### src/rtl/cpa_carry_resolve.sv
// Sequential carry resolver: resolves one BIT_LEN-bit segment of a g/p vector per cycle.
// Optional carry_in port enabled by defining CPA_CARRY_IN_EN.
module cpa_carry_resolve #(
    parameter int BIT_LEN = 17,
    parameter int NUM_SEG = 4
) (
    input  logic                       clk,
    input  logic                       reset,
    input  logic                       in_valid,
    output logic                       in_ready,
    input  logic [NUM_SEG*BIT_LEN-1:0] g,
    input  logic [NUM_SEG*BIT_LEN-1:0] p,
`ifdef CPA_CARRY_IN_EN
    input  logic                       carry_in,
`endif
    output logic                       out_valid,
    input  logic                       out_ready,
    output logic [NUM_SEG*BIT_LEN-1:0] sum,
    output logic                       carry_out
);

    localparam int W     = NUM_SEG * BIT_LEN;
    localparam int SEG_W = (NUM_SEG > 1) ? $clog2(NUM_SEG) : 1;

    typedef enum logic [1:0] {
        IDLE = 2'd0,
        BUSY = 2'd1,
        DONE = 2'd2
    } state_t;

    state_t             state_r;
    logic [SEG_W-1:0]   seg_idx_r;
    logic               carry_r;
    logic [W-1:0]       g_r;
    logic [W-1:0]       p_r;
    logic [W-1:0]       sum_r;
    logic               carry_out_r;
    logic               out_valid_r;

    logic [BIT_LEN-1:0] g_seg_s;
    logic [BIT_LEN-1:0] p_seg_s;
    logic [BIT_LEN:0]   seg_res_s;
    logic               accept_s;
    logic               last_seg_s;
    logic               carry_in_s;

    // Ripple one segment: returns {carry out of segment, segment sum}.
    function automatic logic [BIT_LEN:0] resolve_seg(
        input logic [BIT_LEN-1:0] gs,
        input logic [BIT_LEN-1:0] ps,
        input logic               cin
    );
        logic [BIT_LEN:0]   c;
        logic [BIT_LEN-1:0] s;
        c    = '0;
        c[0] = cin;
        for (int j = 0; j < BIT_LEN; j++) begin
            s[j]   = ps[j] ^ c[j];
            c[j+1] = gs[j] | (ps[j] & c[j]);
        end
        return {c[BIT_LEN], s};
    endfunction

`ifdef CPA_CARRY_IN_EN
    assign carry_in_s = carry_in;
`else
    assign carry_in_s = 1'b0;
`endif

    // Handshake and segment selection from the current state.
    always_comb begin
        in_ready   = ~reset & ((state_r == IDLE) | ((state_r == DONE) & out_ready));
        accept_s   = in_valid & in_ready;
        last_seg_s = (seg_idx_r == SEG_W'(NUM_SEG - 1));
        g_seg_s    = g_r[seg_idx_r*BIT_LEN +: BIT_LEN];
        p_seg_s    = p_r[seg_idx_r*BIT_LEN +: BIT_LEN];
        seg_res_s  = resolve_seg(g_seg_s, p_seg_s, carry_r);
    end

    // Control FSM with operand latch, per-segment sum write-back and registered outputs.
    always_ff @(posedge clk) begin
        if (reset) begin
            state_r     <= IDLE;
            seg_idx_r   <= '0;
            carry_r     <= 1'b0;
            g_r         <= '0;
            p_r         <= '0;
            sum_r       <= '0;
            carry_out_r <= 1'b0;
            out_valid_r <= 1'b0;
        end else begin
            case (state_r)
                IDLE: begin
                    if (accept_s) begin
                        g_r       <= g;
                        p_r       <= p;
                        carry_r   <= carry_in_s;
                        seg_idx_r <= '0;
                        state_r   <= BUSY;
                    end else begin
                        state_r   <= IDLE;
                    end
                end
                BUSY: begin
                    sum_r[seg_idx_r*BIT_LEN +: BIT_LEN] <= seg_res_s[BIT_LEN-1:0];
                    carry_r <= seg_res_s[BIT_LEN];
                    if (last_seg_s) begin
                        carry_out_r <= seg_res_s[BIT_LEN];
                        out_valid_r <= 1'b1;
                        state_r     <= DONE;
                    end else begin
                        seg_idx_r   <= seg_idx_r + SEG_W'(1);
                    end
                end
                DONE: begin
                    // A new operand may be taken on the same edge the result retires.
                    if (accept_s) begin
                        g_r         <= g;
                        p_r         <= p;
                        carry_r     <= carry_in_s;
                        seg_idx_r   <= '0;
                        out_valid_r <= 1'b0;
                        state_r     <= BUSY;
                    end else if (out_ready) begin
                        out_valid_r <= 1'b0;
                        state_r     <= IDLE;
                    end else begin
                        state_r     <= DONE;
                    end
                end
                default: begin
                    out_valid_r <= 1'b0;
                    state_r     <= IDLE;
                end
            endcase
        end
    end

    assign out_valid = out_valid_r;
    assign sum       = sum_r;
    assign carry_out = carry_out_r;

endmodule

### config.mk
export PLATFORM = sky130hd
export DESIGN_NAME = cpa_carry_resolve
export DESIGN_NICKNAME = d
export VERILOG_FILES = /design/src/rtl/cpa_carry_resolve.sv
export SDC_FILE = /design/constraint.sdc
export NUM_CORES = 1
export LEC_CHECK = 0
export CAP_MARGIN = 20
export CORE_ASPECT_RATIO = 0.5
export CORE_UTILIZATION = 55
export DETAILED_ROUTE_END_ITERATION = 8
export GPL_TIMING_DRIVEN = 0
export PLACE_DENSITY = 0.83
export SYNTH_ARGS = -nofsm -noshare
export SYNTH_HDL_FRONTEND = slang
export SYNTH_SLANG_ARGS = --single-unit
### constraint.sdc
create_clock -name clk -period 24.8 [get_ports clk]
set_clock_uncertainty 0.05 [all_clocks]
set_input_delay 4.96 -clock clk [delete_from_list [all_inputs] [get_ports clk]]
set_output_delay 4.96 -clock clk [all_outputs]
set_load 0.1 [all_outputs]
==> results.yml <==
run_status:
  status: "finished, final reports clean"
drt:
  drt_wl_total_mm: 34.0
  drc: 0
  drtAntennaViolNets: 0
  first_iter_violations: 987
  vias_per_cell: 6.65
  wl_per_cell_um: 22.5
  vias: 10100
  drt_first_pass_iters: 5
yosys:
  yosys_warnings: 0
  syn_inst: 1033
  avgSynthCellArea_um2: 9.59
  syn_nets: 1196
  synth.distinct_cells: 40
  ys_ff_latch: 211
  yosysSeqAreaShare_pct: 42.6
  syn_area_mm2: 0.00991
global_routing:
  track_usage_pct: 36.2
  grt_pass1_wl_mm: 52.4
  grt_max_degree: 16
  grt_pass1_vias: 9429
  grt_overflow: 0
  antenna_found_initial: 1
layout:
  area_delta_synth_final_pct: 30.7
  drive_above_1_share_pct: 10.3
  antenna-diode-count: 0
  fin_util_pct: 74.1
  regArea_mm2: 0.00422
  fin_nets: 1427
  multi_input_area_mm2: 0.00492
  nFillCells: 1250
critical_path:
  crit_path_start_kind: "input pin"
  slowest_stage: "clkdlybuf4s50_1"
  slowest_delay_ns: 1.14
  cp-end-kind: "output port"
  cp_top_family: "buffers and inverters"
  critPathMaxFanout: 10
  timing.rr.start: "seg_idx_r[0]"
  rrSetupSlack_ns: 15.71
  crit_type: "in -> out"
  worst-path-buf-inv: 4
  r2r_cells: 40
  cp.required_ns: 19.79
  timing.rr.end: "carry_r"
  cp_cell_sequence: "clkdlybuf4s50_1 > nor2b_1 > buf_2 > buf_2 > nor2_1 > clkdlybuf4s50_1"
  critPathArrivalTime_ns: 7.31
clock_tree:
  ctsLongestPathBuffers: 3
  cts_buffers: 20
  htreeDepth: 1
  cts_hold_buffers: 0
  cts-root-buf: "clkbuf_16"
  clock_sinks: 211
  cts_setup_buffers: 0
  cts.reportedPaths.clkPinSlew_ns: 0.07
  cts.repair.resized: 0
  clkLatencyLatePin_ns: 0.51
  cts_tree: "done"
sta:
  hold_viol: 0
  tns_ns: 0
  fmax_mhz: 81.2
  fin_crit_sh_pct: 49.7
  finalSetupViolations: 0
  worst_pin_slew_ns: 1.03
  rsz0062_at_grt: "no"
  maxSlewHeadroom_pct: 31.4
  period_needed_ns: 12.32
  finalMaxSlewViolations: 0
  final.setup.worst_slack_ns: 12.48
placed_design:
  gp_congestion: 0.952
  dp_slack_ns: 12.54
  dp_hpwl_mm: 25.0
  io_buffers: 209
hold_path:
  hp-class: "reg -> reg"
  hold_start: "sum[6]"
  hold_depth: 2
  min_to: "sum[6]"
pwr:
  p_comb_share_pct: 14.7
  p_clk_share_pct: 39.7
  ir_drop_uv: 40.1
  leakage_nw: 4.67
  p_sw_mw: 0.212
  swShare_pct: 26.9
  p_seq_share_pct: 45.6
  powerDensity_mw_per_mm2: 60.9
  power.internal_mw: 0.576
die:
  ioPinCount: 211
  initial_core_util_pct: 56.7
  die-height_um: 96.9
  die_area_mm2: 0.0186
  rows: 34
  core_mm2: 0.0175
  die_width_um: 192
job:
  maxCapViolCount: 0
-- metrics by stage --
step           hold WS, ns  power (mW)  instances  instance area, um^2
2_1_floorplan        0.394       0.428       1033                 9910
6_report             0.408       0.788       1512                12900
3_3_place_gp         0.396       0.475       1476                12300
4_1_cts              0.410       0.782       1512                12900
3_5_place_dp         0.400       0.479       1476                12300
5_1_grt              0.427       0.806       1512                12900
-- worst max-delay path by stage --
stage | from | endpoint | slack [ns] | depth (start not counted)
final | out_ready | in_ready | 12.48 | 6
after global routing | out_ready | in_ready | 12.46 | 6
after CTS | out_ready | in_ready | 12.53 | 6
after detailed placement | out_ready | in_ready | 12.54 | 6
after global placement | out_ready | in_ready | 12.53 | 6
after floorplan | reset | in_ready | 12.92 | 5
-- layout make-up --
| type | instances | area share [%] |
|---|---|---|
| sequential | 211 | 32.6 |
| multi-input combinational | 676 | 38.0 |
| inverter | 3 | 0.0870 |
| clock buffer | 27 | 4.46 |
| clock inverter | 9 | 0.599 |
| buffer | 143 | 5.82 |
| tap | 234 | 2.26 |
| timing repair buffer | 209 | 16.2 |
-- flip-flops by register name, indices dropped and copies added, names as in the netlist --
register	flops
carry_out	1
carry_r	1
g_r	68
out_valid	1
p_r	68
seg_idx_r	2
state_r	2
sum	68
-- power groups by stage --
stage	Clock (mW)	Combinational, mW	Sequential (mW)
finish	0.313	0.116	0.359
global placement	0	0.110	0.366
detailed placement	0	0.112	0.366
CTS	0.310	0.113	0.359
floorplan	0	0.0607	0.367
global route	0.324	0.122	0.360
-- cell usage after synthesis (all sizes together) --
cell / n / area [um^2]
a21oi: 156 / 781
a22o: 1 / 8.76
a32oi: 51 / 447
and2: 1 / 6.26
and3b: 2 / 18.8
and4bb: 1 / 12.5
buf: 75 / 495
clkbuf: 68 / 258
dfxtp: 211 / 4220
ha: 23 / 288
inv: 3 / 11.3
mux2i: 2 / 20.0
mux4: 33 / 788
nand2: 19 / 71.3
nand2b: 3 / 18.8
nand3: 18 / 90.1
nand3b: 7 / 52.6
nand4: 136 / 851
nand4b: 1 / 8.76
nor2: 55 / 206
nor2b: 3 / 18.8
nor3: 1 / 5.00
nor3b: 3 / 45.1
o21ai: 1 / 5.00
o31ai: 138 / 1040
o32ai: 1 / 8.76
o41ai: 1 / 8.76
or2: 17 / 109
or3: 1 / 6.26
or3b: 1 / 8.76
-- worst reg2reg max path: cells and delay by family (launching register included) --
kind / cells / cell delay [ns]
compound gates: 2 / 0.37
simple gates: 17 / 3.81
mux: 1 / 0.55
fa+ha+maj: 17 / 3.12
flops: 1 / 0.41
buf+inv: 3 / 0.59
-- cells in the final DEF (no fill, tap or decap), types with 7 or more instances in the layout --
cell type        synthesis  routed
o31ai_1                138     138
clkbuf_16                0      21
clkdlybuf4s50_1          0     209
nand4_1                136     136
nor2_1                  55      55
nand3_1                 18      18
a32oi_1                 51      51
nand3b_1                 7       7
mux4_2                  21      21
buf_2                   50      50
mux4_1                  12      12
dfxtp_1                211     211
a21oi_1                156     156
clkbuf_1                66      69
or2_1                   15      15
nand2_1                 19      19
buf_6                   17      17
ha_1                    23      23
-- logic make-up after synthesis --
family	Yosys count	share of synthesized area, %
buffers and inverters	146	7.72
and+or+nand+nor	269	15.4
adders and majority gates	23	2.90
DFF	211	42.6
AOI/OAI and AO/OA	349	23.2
muxes	35	8.16
-- routing by layer --
metal  GRT usage [%]  wire length, um  vias to the layer above
met5               0               13                        -
met4            9.34              785                        2
met3            7.80             4330                       70
met2            57.5            15400                      657
met1            49.8            13500                     4798
li1                -                -                     4525
No activity file was read; power rests on OpenSTA's default activity.
